File: config.mk
export PLATFORM = sky130hd
export DESIGN_NAME = multicycle_control_unit
export DESIGN_NICKNAME = d
export VERILOG_FILES = /design/src/rtl/legv8_ctrl_pkg.sv /design/src/rtl/multicycle_control_unit_decoder.sv /design/src/rtl/multicycle_control_unit.sv
export SDC_FILE = /design/constraint.sdc
export NUM_CORES = 1
export LEC_CHECK = 0
export CORE_ASPECT_RATIO = 1.4
export CORE_MARGIN = 2
export CORE_UTILIZATION = 49
export DETAILED_ROUTE_END_ITERATION = 12
export HOLD_SLACK_MARGIN = 0.1
export PLACE_DENSITY = 0.86
export SLEW_MARGIN = 20
export SYNTH_ARGS = -nofsm -noshare
export SYNTH_HDL_FRONTEND = slang
export SYNTH_SLANG_ARGS = --single-unit
File: constraint.sdc
create_clock -name clk -period 3.2 [get_ports clk]
set_input_delay 0.64 -clock clk [delete_from_list [all_inputs] [get_ports clk]]
set_output_delay 0.64 -clock clk [all_outputs]
set_load 0.01 [all_outputs]
File: src/rtl/legv8_ctrl_pkg.sv
// LEGv8 multicycle control: opcode match/mask constants, state and class enums.
// Shared by ctrl_decoder and multicycle_control_unit (CTRL_CBNZ_EN adds CBNZ).
package legv8_ctrl_pkg;

  localparam int OPC_W = 11;

  localparam logic [OPC_W-1:0] LDUR_MASK  = 11'b11111111111;
  localparam logic [OPC_W-1:0] LDUR_MATCH = 11'b11111000010;
  localparam logic [OPC_W-1:0] STUR_MASK  = 11'b11111111111;
  localparam logic [OPC_W-1:0] STUR_MATCH = 11'b11111000000;
  localparam logic [OPC_W-1:0] CBZ_MASK   = 11'b11111111000;
  localparam logic [OPC_W-1:0] CBZ_MATCH  = 11'b10110100000;
  localparam logic [OPC_W-1:0] CBNZ_MASK  = 11'b11111111000;
  localparam logic [OPC_W-1:0] CBNZ_MATCH = 11'b10110101000;
  localparam logic [OPC_W-1:0] B_MASK     = 11'b11111100000;
  localparam logic [OPC_W-1:0] B_MATCH    = 11'b00010100000;
  localparam logic [OPC_W-1:0] RTYPE_MASK = 11'b10011110111;
  localparam logic [OPC_W-1:0] RTYPE_MATCH= 11'b10001010000;

  localparam logic [1:0] ALU_ADD   = 2'b00;
  localparam logic [1:0] ALU_PASSB = 2'b01;
  localparam logic [1:0] ALU_FUNCT = 2'b10;

  typedef enum logic [2:0] {
    S_FETCH,
    S_DECODE,
    S_EXEC,
    S_MEM,
    S_WB,
    S_FAULT
  } state_e;

  typedef enum logic [2:0] {
    C_NOP,
    C_LDUR,
    C_STUR,
    C_CBZ,
    C_CBNZ,
    C_B,
    C_RTYPE
  } class_e;

  function automatic logic op_hit(
    input logic [OPC_W-1:0] op,
    input logic [OPC_W-1:0] mask,
    input logic [OPC_W-1:0] match
  );
    return (op & mask) == match;
  endfunction

endpackage

File: src/rtl/multicycle_control_unit_decoder.sv
// Combinational opcode -> instruction class for the multicycle sequencer.
// CBNZ is recognised only when CTRL_CBNZ_EN is defined.
module ctrl_decoder
  import legv8_ctrl_pkg::*;
(
  input  logic [OPC_W-1:0] opcode,
  output class_e           cls
);

  // Match patterns are disjoint, so at most one arm can fire.
  always_comb begin
    cls = C_NOP;
    unique case (1'b1)
      op_hit(opcode, LDUR_MASK, LDUR_MATCH):   cls = C_LDUR;
      op_hit(opcode, STUR_MASK, STUR_MATCH):   cls = C_STUR;
      op_hit(opcode, CBZ_MASK, CBZ_MATCH):     cls = C_CBZ;
`ifdef CTRL_CBNZ_EN
      op_hit(opcode, CBNZ_MASK, CBNZ_MATCH):   cls = C_CBNZ;
`endif
      op_hit(opcode, B_MASK, B_MATCH):         cls = C_B;
      op_hit(opcode, RTYPE_MASK, RTYPE_MATCH): cls = C_RTYPE;
      default:                                 cls = C_NOP;
    endcase
  end

endmodule

File: src/rtl/multicycle_control_unit.sv
// Multicycle LEGv8 control sequencer with memory timeout and retire counter.
// Define CTRL_CBNZ_EN to add the CBNZ class and the branch_nz output.
module multicycle_control_unit
  import legv8_ctrl_pkg::*;
#(
  parameter int OPCODE_W       = 11,
  parameter int ALUOP_W        = 2,
  parameter int TIMEOUT_CYCLES = 64,
  parameter int CNT_W          = 32
) (
  input  logic                clk,
  input  logic                rst_n,
  input  logic                run,
  input  logic [OPCODE_W-1:0] opcode,
  input  logic                imem_ready,
  input  logic                dmem_ready,
  output logic                imem_req,
  output logic                dmem_req,
  output logic                ir_write,
  output logic                pc_write,
  output logic                reg2loc,
  output logic                alu_src,
  output logic                mem_to_reg,
  output logic                reg_write,
  output logic                mem_read,
  output logic                mem_write,
  output logic                branch,
  output logic                unc_branch,
  output logic [ALUOP_W-1:0]  alu_op,
  output logic                fault,
`ifdef CTRL_CBNZ_EN
  output logic                branch_nz,
`endif
  output logic [CNT_W-1:0]    instr_count
);

  localparam int WAIT_W =
    (TIMEOUT_CYCLES > 1) ? $clog2(TIMEOUT_CYCLES + 1) : 1;
  localparam logic [WAIT_W-1:0] WAIT_LAST =
    (TIMEOUT_CYCLES > 0) ? WAIT_W'(TIMEOUT_CYCLES - 1) : '0;
  localparam bit TO_EN = (TIMEOUT_CYCLES > 0);

  state_e            state_q, state_d;
  class_e            cls_q, cls_d, dec_cls;
  logic [WAIT_W-1:0] wait_q;
  logic [CNT_W-1:0]  cnt_q;
  logic              wait_step;
  logic              retire;

  ctrl_decoder u_dec (
    .opcode (opcode),
    .cls    (dec_cls)
  );

  always_comb begin
    state_d   = state_q;
    cls_d     = cls_q;
    wait_step = 1'b0;
    unique case (state_q)
      S_FETCH: begin
        if (run) begin
          if (imem_ready) state_d = S_DECODE;
          else            wait_step = 1'b1;
        end
      end
      S_DECODE: begin
        cls_d   = dec_cls;
        state_d = (dec_cls == C_NOP) ? S_FETCH : S_EXEC;
      end
      S_EXEC: begin
        case (cls_q)
          C_LDUR, C_STUR: state_d = S_MEM;
          C_RTYPE:        state_d = S_WB;
          default:        state_d = S_FETCH;
        endcase
      end
      S_MEM: begin
        if (dmem_ready)
          state_d = (cls_q == C_LDUR) ? S_WB : S_FETCH;
        else
          wait_step = 1'b1;
      end
      S_WB:    state_d = S_FETCH;
      S_FAULT: state_d = S_FAULT;
      default: state_d = S_FETCH;
    endcase
    // The threshold cycle only faults when ready is still low.
    if (TO_EN && wait_step && (wait_q == WAIT_LAST))
      state_d = S_FAULT;
  end

  assign retire = (state_d == S_FETCH) &&
                  (state_q inside {S_DECODE, S_EXEC, S_MEM, S_WB});

  always_ff @(posedge clk) begin
    if (!rst_n) begin
      state_q <= S_FETCH;
      cls_q   <= C_NOP;
      wait_q  <= '0;
      cnt_q   <= '0;
    end else begin
      state_q <= state_d;
      cls_q   <= cls_d;
      if (state_d != state_q)
        wait_q <= '0;
      else if (TO_EN && wait_step)
        wait_q <= wait_q + 1'b1;
      if (retire)
        cnt_q <= cnt_q + 1'b1;
    end
  end

  assign instr_count = cnt_q;

  // Strobes are forced low while reset is held.
  always_comb begin
    imem_req   = 1'b0;
    dmem_req   = 1'b0;
    ir_write   = 1'b0;
    pc_write   = 1'b0;
    reg2loc    = 1'b0;
    alu_src    = 1'b0;
    mem_to_reg = 1'b0;
    reg_write  = 1'b0;
    mem_read   = 1'b0;
    mem_write  = 1'b0;
    branch     = 1'b0;
    unc_branch = 1'b0;
    alu_op     = ALUOP_W'(ALU_ADD);
    fault      = 1'b0;
`ifdef CTRL_CBNZ_EN
    branch_nz  = 1'b0;
`endif
    if (rst_n) begin
      unique case (state_q)
        S_FETCH: begin
          imem_req = run;
          ir_write = run & imem_ready;
          pc_write = run & imem_ready;
        end
        S_EXEC: begin
          case (cls_q)
            C_LDUR: alu_src = 1'b1;
            C_STUR: begin
              alu_src = 1'b1;
              reg2loc = 1'b1;
            end
            C_RTYPE: alu_op = ALUOP_W'(ALU_FUNCT);
            C_CBZ: begin
              reg2loc = 1'b1;
              alu_op  = ALUOP_W'(ALU_PASSB);
              branch  = 1'b1;
            end
`ifdef CTRL_CBNZ_EN
            C_CBNZ: begin
              reg2loc   = 1'b1;
              alu_op    = ALUOP_W'(ALU_PASSB);
              branch    = 1'b1;
              branch_nz = 1'b1;
            end
`endif
            C_B: begin
              alu_op     = ALUOP_W'(ALU_PASSB);
              unc_branch = 1'b1;
            end
            default: ;
          endcase
        end
        S_MEM: begin
          dmem_req  = 1'b1;
          alu_src   = 1'b1;
          reg2loc   = (cls_q == C_STUR);
          mem_read  = (cls_q == C_LDUR);
          mem_write = (cls_q == C_STUR);
        end
        S_WB: begin
          reg_write  = 1'b1;
          mem_to_reg = (cls_q == C_LDUR);
        end
        S_FAULT: fault = 1'b1;
        default: ;
      endcase
    end
  end

endmodule

==> results of run 1 <==
==> worst paths after layout <==
path	startpoint	end	slack [ps]
setup / recovery	rst_n	mem_write	170
hold reg to reg	instr_count[31]	instr_count[31]	480
setup reg to reg	state_q[0]	instr_count[22]	510
hold / removal	instr_count[31]	instr_count[31]	480
==> logic make-up (layout without fill, tap and decap cells) <==
group,Yosys count,in the layout,share of synthesized area (%)
mux,11,11,4.05
buf+inv,31,86,5.96
fa+ha+maj,2,2,0.910
compound gates,74,74,17.7
simple gates,174,174,36.4
flops,45,45,32.8
xor+xnor,7,7,2.23
==> cell usage in the layout (no fill, tap or decap), drive strengths merged, types with 2 or more instances in the layout <==
master	synthesis	final
xnor2	6	6
nor3b	2	2
nand2	42	42
nor4bb	2	2
mux2i	10	10
or4	16	16
nor3	9	9
clkdlybuf4s50	0	62
nand4	12	12
nor4	12	12
nand3b	6	6
o21a	3	3
dfxtp	45	45
nand2b	13	13
clkbuf	7	5
nand3	13	13
o31a	2	2
inv	6	6
and3	7	7
or3b	3	3
o41ai	2	2
nor4b	2	2
clkinvlp	0	3
or2	2	2
a211oi	2	2
ha	2	2
o31ai	17	17
nor2	20	20
and4	4	4
a21oi	33	33
and2	2	2
o21ai	7	7
buf	18	10
or3	3	3
or4b	2	2
==> registers in the layout, indices dropped and copies added (netlist names) <==
name,cells
cls_q,3
instr_count,32
state_q,3
wait_q,7
==> tightest hold or removal path: stages (launching register included) <==
cell     delay, ps
dfxtp_1        330
nand2_1         50
mux2i_1         60
==> power groups by stage <==
stage / clock (mW) / sequential, mW / combinational (mW)
floorplan: 0 / 0.579 / 0.0478
global placement: 0 / 0.583 / 0.0787
detailed placement: 0 / 0.583 / 0.0808
CTS: 0.374 / 0.570 / 0.0813
global route: 0.397 / 0.571 / 0.0889
finish: 0.367 / 0.570 / 0.0814
==> cell type report <==
type	instances	area [um^2]
Sequential cell	45	901
Tap cell	68	85.1
Clock buffer	5	68.8
Clock inverter	3	22.5
Timing Repair Buffer	72	708
Multi-Input combinational cell	268	1680
Fill cell	523	1950
Inverter	6	22.5
==> layer usage <==
layer | vias to the layer above | part of all wire, % | routed length, um | global-route usage, %
li1 | 1390 | - | - | -
met1 | 1324 | 41 | 2830 | 26.1
met2 | 65 | 53 | 3660 | 40.9
met3 | 13 | 3.8 | 258 | 4.01
met4 | 0 | 1.7 | 116 | 9.18
met5 | - | 0 | 0 | 0
==> through the flow <==
step / worst slack, ps / cell area [um^2] / hold slack, ps / power (mW) / std cells
after floorplan: 670 / 2750 / 486 / 0.627 / 344
after global placement: 165 / 3400 / 456 / 0.661 / 459
after detailed placement: 60.4 / 3400 / 468 / 0.664 / 459
after CTS: 179 / 3490 / 482 / 1.02 / 467
after global routing: 78.6 / 3490 / 519 / 1.06 / 467
final: 175 / 3490 / 483 / 1.02 / 467
==> results.yml, run 1 <==
global_route:
  grt_max_degree: 56
  globalRoute.totalOverflow: 0
  grt_use_total_pct: 22.9
  antenna_found_initial: 0
  grt_pass1_vias: 2588
  grt_pass1_wl_um: 11400
yosys:
  synth-edff-count: 0
  synthTopCellsByArea: "dfxtp_1 33%, a21oi_1 6.0%, nand2_1 5.6%"
  synthTopCellsByCount: "45 x dfxtp_1, 41 x nand2_1, 33 x a21oi_1"
  synth_top_area_share_pct: 32.8
  synth.avg_cell_area_um2: 7.99
  synth_most_common_cell: "dfxtp_1"
  syn_inst: 344
  syn_area_um2: 2750
  synthArstFlopShare_pct: 0
  synth_warnings: 0
  ys_seq_area_share_pct: 32.8
  synth_nets: 362
  ys_seq_elements: 45
  ys_types: 56
  synth_area_leader_cell: "dfxtp_1"
  ys.flop_type: "dfxtp_1"
pwr:
  ir_drop_mv: 0.175
  swShare_pct: 25.8
  seq_power_share_pct: 55.9
  p_clk_share_pct: 36.1
  switchingPower_uw: 263
  pwr-share-comb_pct: 8.0
  intPower_uw: 756
  p_leak_nw: 1.09
  power.density_nw_per_um2: 292
setup_path:
  critPathTopFamily: "buffers and inverters"
  r2r_cells: 6
  slowest_delay_ps: 570
  crit_path_start_kind: "primary input"
  crit_slowest_cell: "clkdlybuf4s50_1"
  crit_cells: 5
  crit_path_end_kind: "output port"
  cpMostUsedCell: "clkdlybuf4s50_1"
  crit_type: "in2out"
  path_buf_inv: 3
  path_cells: "clkdlybuf4s50_1 > buf_4 > nand3_1 > nor3_1 > clkdlybuf4s50_1"
  cp.arrival_ps: 2390
  required_ps: 2560
  cp_max_fo: 17
clock_network:
  h-tree-depth: 2
  clock-root-buffer: "clkbuf_8"
  clkTransAtPathRegs_ps: 80
  clock_sinks: 45
  cts.repair.resized: 0
  post_cts_buffers: 0
  cts_hold_buf: 0
  cts_tree: "yes"
  numCtsBuffers: 5
  clock_path_buffers: 2
  clkLatencyLatePin_ps: 310
floorplan:
  core_um2: 5450
  num_io_pins: 63
  die_y_um: 92.6
  die_w_um: 67.3
  start_util_pct: 50.5
  row_count: 32
  dieArea_um2: 6230
timing:
  fmax_mhz: 331
  fin_crit_sh_pct: 94.5
  drv_slew: 0
  rsz0062_at_grt: "false"
  fin_crit_ps: 3030
  tightest_slew_ps: 658
  tns_ps: 0
  finalSetupViolCount: 0
  finClkSkew_ps: 10.4
  max_slew_margin_pct: 56.1
  hold_violations: 0
run:
  cap_violations: 0
final_layout:
  area_growth_pct: 27.0
  nNetsFinal: 416
  utilization_pct: 64.1
  antennaDiodeCount: 0
  drive_gt1_share_pct: 7.02
placed_design:
  gpl.final_weighted_congestion: 0.800
  hpwlAfterDp_um: 5000
  port_buffers: 62
routing:
  route.detailed.wl_per_inst_um: 14.7
  drtIter0Drc: 193
  wl_um: 6860
  vias: 2792
  vias_per_cell: 5.98
  antenna_left: 0
  dr.pass1.iters: 4
  drc: 0
min_path:
  holdCritPathClass: "reg2reg"
  hold_depth: 2
outcome:
  status: "completed"
Note: power is estimated with default switching activity, not from simulation.
==> inputs of run 2 (changes only) <==
--- a/constraint.sdc
+++ b/constraint.sdc
@@ -3,2 +3,2 @@
 set_output_delay 0.64 -clock clk [all_outputs]
-set_load 0.01 [all_outputs]
+set_load 0.05 [all_outputs]
==> run 2 against run 1 <==
Clock skew rose by 2.7 ps. First-iteration DRC count fell by 30%. Global-route usage fell by 0.19 points. Core utilization rose by 2.7 points. Wire length fell by 3.0%. Sequential power barely moved. Maximum frequency rose by 6.6%. Count of clock-buffer cells in the layout did not move. Critical endpoint is now alu_op[0]. Largest cell class unchanged.
==> results.yml, run 2 (synthesis gave the netlist of run 1 again) <==
setup_path:
  crit_path_end_kind: "output port"
  cp_max_fo: 7
  path_buf_inv: 2
  cp.arrival_ps: 2200
  crit_cells: 5
  required_ps: 2560
  slowest_delay_ps: 610
  r2r_cells: 6
  rr_startpoint: "state_q[0]"
  crit_type: "in2out"
  regToRegEndpoint: "instr_count[17]"
  path_cells: "clkdlybuf4s50_1 > nand2_1 > nor4_2 > or2_2 > buf_12"
  crit_path_start_kind: "primary input"
  crit_slowest_cell: "clkdlybuf4s50_1"
  reg2reg_slack_ps: 520
  critPathTopFamily: "simple AND/OR/NAND/NOR gates"
clock_network:
  h-tree-depth: 2
  clkTransAtPathRegs_ps: 100
  clock-root-buffer: "clkbuf_8"
  clock_sinks: 45
  cts.repair.resized: 0
  cts_tree: "yes"
  cts_hold_buf: 0
  clkLatencyLatePin_ps: 310
  clock_path_buffers: 2
  post_cts_buffers: 0
  numCtsBuffers: 5
pwr:
  ir_drop_mv: 0.219
  p_leak_nw: 1.16
  power.density_nw_per_um2: 282
routing:
  vias_per_cell: 6.00
  wl_um: 6660
  drc: 0
  vias: 2790
  drtIter0Drc: 136
  antenna_left: 0
  dr.pass1.iters: 5
  route.detailed.wl_per_inst_um: 14.3
timing:
  tns_ps: 0
  max_slew_margin_pct: 53.0
  fmax_mhz: 352
  fin_hold_ws_ps: 482
  drv_slew: 0
  finalSetupViolCount: 0
  hold_violations: 0
  fin_crit_ps: 2840
  tightest_slew_ps: 704
  fin_crit_sh_pct: 88.7
  finClkSkew_ps: 13.2
  rsz0062_at_grt: "false"
final_layout:
  nNetsFinal: 414
  antennaDiodeCount: 0
  mostFrequentLayoutCells: "47 x clkdlybuf4s50_1, 45 x dfxtp_1, 41 x nand2_1, 33 x a21oi_1, 20 x nor2_1"
  largest_reg_flops: 32
  final_common_cell: "clkdlybuf4s50_1"
  drive_gt1_share_pct: 10.8
  area_growth_pct: 32.3
placed_design:
  gpl.final_weighted_congestion: 0.852
  port_buffers: 62
  hpwlAfterDp_um: 4890
global_route:
  globalRoute.totalOverflow: 0
  grt_pass1_wl_um: 11400
  grt_use_total_pct: 22.7
  antenna_found_initial: 0
  grt_pass1_vias: 2660
  grt_max_degree: 56
floorplan:
  die_w_um: 67.3
  dieArea_um2: 6230
  num_io_pins: 63
  start_util_pct: 50.5
  die_y_um: 92.6
  row_count: 32
  core_um2: 5450
min_path:
  worstHoldEndpoint: "instr_count[31]"
  holdCritPathClass: "reg2reg"
  min_from: "instr_count[31]"
  hold_depth: 2
outcome:
  status: "completed"
run:
  cap_violations: 0
[run 2: cell types whose count changed in the layout (fill, tap and decap cells not counted)]
cell and delta:
clkinv_2 +1, nor4_1 -1, nor4_2 +1, nor3_1 -1
buf_12 +15, buf_4 -2, clkinvlp_4 -2, nor3_2 +1
clkdlybuf4s50_1 -15, inv_6 +1
[run 2: per-stage QoR]
stage | std cells | util (%) | setup slack [ps] | power [mW] | cell area (um^2)
2_1_floorplan | 344 | - | 10.9 | 0.635 | 2760
3_3_place_gp | 457 | 65.1 | 180 | 0.673 | 3550
3_5_place_dp | 457 | 65.1 | 59.6 | 0.676 | 3550
4_1_cts | 465 | 66.8 | 362 | 1.03 | 3640
5_1_grt | 465 | 66.8 | 165 | 1.07 | 3640
6_report | 465 | 66.8 | 363 | 1.02 | 3640
[run 2: tightest hold or removal path, stage by stage, from the launching register on]
cell     delay (ps)
dfxtp_1         340
nand2_1          50
mux2i_1          50
[run 2: area by class of cell]
cell class                      instances  area, um^2
Multi-Input combinational cell        268        1700
Fill cell                             472        1810
Clock inverter                          3        21.3
Sequential cell                        45         901
Inverter                                6        22.5
Timing Repair Buffer                   70         843
Clock buffer                            5        68.8
Tap cell                               68        85.1
[run 2: report_power, final]
group,switching (mW),internal (mW)
clock,0.206,0.155
sequential,0.00738,0.563
combinational,0.0506,0.0420
total,0.264,0.760
[run 2: metal layers]
layer  vias up  share of wire, %  global-route usage (%)
li1       1385                 -                       -
met2        76                53                    40.8
met4         0               1.9                    8.67
met1      1317                40                    25.7
met5         -                 0                       0
met3        12               4.6                    4.13
[run 2: worst max-delay path by stage]
stage	slack, ps	end	from
after global routing	160	wait_q[1]	opcode[5]
after detailed placement	60	wait_q[5]	opcode[5]
after global placement	180	instr_count[4]	opcode[5]
final	360	alu_op[0]	rst_n
after CTS	360	alu_op[0]	rst_n
after floorplan	10	mem_to_reg	rst_n
==> inputs of run 3 (changes only) <==
CORE_MARGIN = 1   (was 2)
GPL_ROUTABILITY_DRIVEN = 1   (was not set)
==> run 3 against run 2 <==
Clock skew shrank 2.5 ps. Critical path depth grew 3. Global-route usage grew 1.0 points. Worst setup slack lost 68 ps. Sequential cell count is the same. Die area shrank 5.1%. Largest cell class unchanged.
==> results.yml, run 3 (synthesis gave the netlist of run 1 again) <==
global_route:
  grt_use_total_pct: 23.7
  globalRoute.totalOverflow: 0
  grt_pass1_vias: 2617
  grt_max_degree: 56
  grt_pass1_wl_um: 11300
  antenna_found_initial: 0
final_layout:
  seqCellArea_um2: 901
  area_growth_pct: 32.1
  antennaDiodeCount: 0
  final_common_cell: "clkdlybuf4s50_1"
  largest_reg_flops: 32
  final_area_um2: 3630
  multiInputGateArea_um2: 1700
  fillers: 464
  nNetsFinal: 414
  drive_gt1_share_pct: 10.4
  mostFrequentLayoutCells: "47 x clkdlybuf4s50_1, 45 x dfxtp_1, 41 x nand2_1, 33 x a21oi_1, 20 x nor2_1"
  utilization_pct: 68.8
floorplan:
  dieArea_um2: 5920
  row_count: 31
  die_y_um: 90.6
  die_w_um: 65.3
  core_um2: 5280
  num_io_pins: 63
  start_util_pct: 52.1
clock_network:
  clkLatencyLatePin_ps: 300
  clock-root-buffer: "clkbuf_8"
  clkTransAtPathRegs_ps: 70
  cts.repair.resized: 0
  post_cts_buffers: 0
  clock_path_buffers: 2
  clock_sinks: 45
  cts_hold_buf: 0
  h-tree-depth: 2
  numCtsBuffers: 5
  cts_tree: "yes"
setup_path:
  cp_max_fo: 55
  crit_path_start_kind: "primary input"
  crit_type: "in2reg"
  crit_path_end_kind: "register"
  path_cells: "clkdlybuf4s50_1 > or3b_1 > nor4b_1 > or2_1 > o41a_1 > buf_12 > nand3b_1 > a21oi_1"
  required_ps: 3420
  cp.arrival_ps: 3130
  crit_slowest_cell: "clkdlybuf4s50_1"
  slowest_delay_ps: 510
timing:
  hold_violations: 0
  finalSetupViolCount: 0
  fmax_mhz: 344
  finClkSkew_ps: 10.7
  max_slew_margin_pct: 53.0
  drv_slew: 0
  rsz0062_at_grt: "false"
  fin_crit_sh_pct: 90.8
  tns_ps: 0
  fin_hold_ws_ps: 478
  tightest_slew_ps: 704
  fin_crit_ps: 2910
routing:
  route.detailed.wl_per_inst_um: 14.8
  vias_per_cell: 6.17
  wl_um: 6820
  vias: 2852
  drc: 0
  dr.pass1.iters: 4
  drtIter0Drc: 207
  antenna_left: 0
placed_design:
  place_area_um2: 3540
  hpwlAfterDp_um: 4970
  gpl.final_weighted_congestion: 0.891
  port_buffers: 62
pwr:
  ir_drop_mv: 0.156
  p_clk_share_pct: 34.8
  switchingPower_uw: 242
  total_power_mw: 1.02
  intPower_uw: 776
  p_leak_nw: 1.16
  pwr-share-comb_pct: 9.2
  power.density_nw_per_um2: 280
  swShare_pct: 23.8
  seq_power_share_pct: 56.0
run:
  cap_violations: 0
min_path:
  holdCritPathClass: "reg2reg"
outcome:
  status: "completed"
[run 3: layout make-up]
cell class | instances | area share [%]
clock buffer | 7 | 2.38
inverter | 6 | 0.620
multi-input combinational | 268 | 46.7
sequential | 45 | 24.8
tap | 66 | 2.27
timing repair buffer | 70 | 23.2
[run 3: power groups by stage]
stage	registers (mW)	logic (mW)	clock network (mW)
3_5_place_dp	0.583	0.0927	0
2_1_floorplan	0.581	0.0534	0
5_1_grt	0.571	0.100	0.379
4_1_cts	0.570	0.0929	0.359
3_3_place_gp	0.583	0.0902	0
6_report	0.570	0.0933	0.355
[run 3: per-stage QoR]
stage                     cells  setup WS, ps
after floorplan             344          10.9
after global placement      455           157
after detailed placement    455          39.5
after CTS                   462           313
after global routing        462          95.6
final                       462           294
[run 3: path summary, 6_finish.rpt]
| kind | from | endpoint | slack [ps] | depth (start not counted) |
|---|---|---|---|---|
| max | opcode[5] | wait_q[1] | 290 | 8 |
| min | instr_count[31] | instr_count[31] | 480 | 2 |
| max reg2reg | state_q[0] | instr_count[26] | 450 | 6 |
| min reg2reg | instr_count[31] | instr_count[31] | 480 | 2 |
[run 3: worst max-delay path, delay by kind of cell]
family / cells / cell delay, ps
buffers and inverters: 2 / 740
and+or+nand+nor: 4 / 1290
AOI/OAI and AO/OA: 2 / 450
[run 3: per-layer routing]
| layer | share of wire, % | up-vias | track usage [%] |
|---|---|---|---|
| li1 | - | 1399 | - |
| met1 | 41 | 1349 | 25.8 |
| met2 | 52 | 93 | 43.3 |
| met3 | 5.3 | 11 | 5.18 |
| met4 | 1.7 | 0 | 8.88 |
| met5 | 0 | - | 0 |
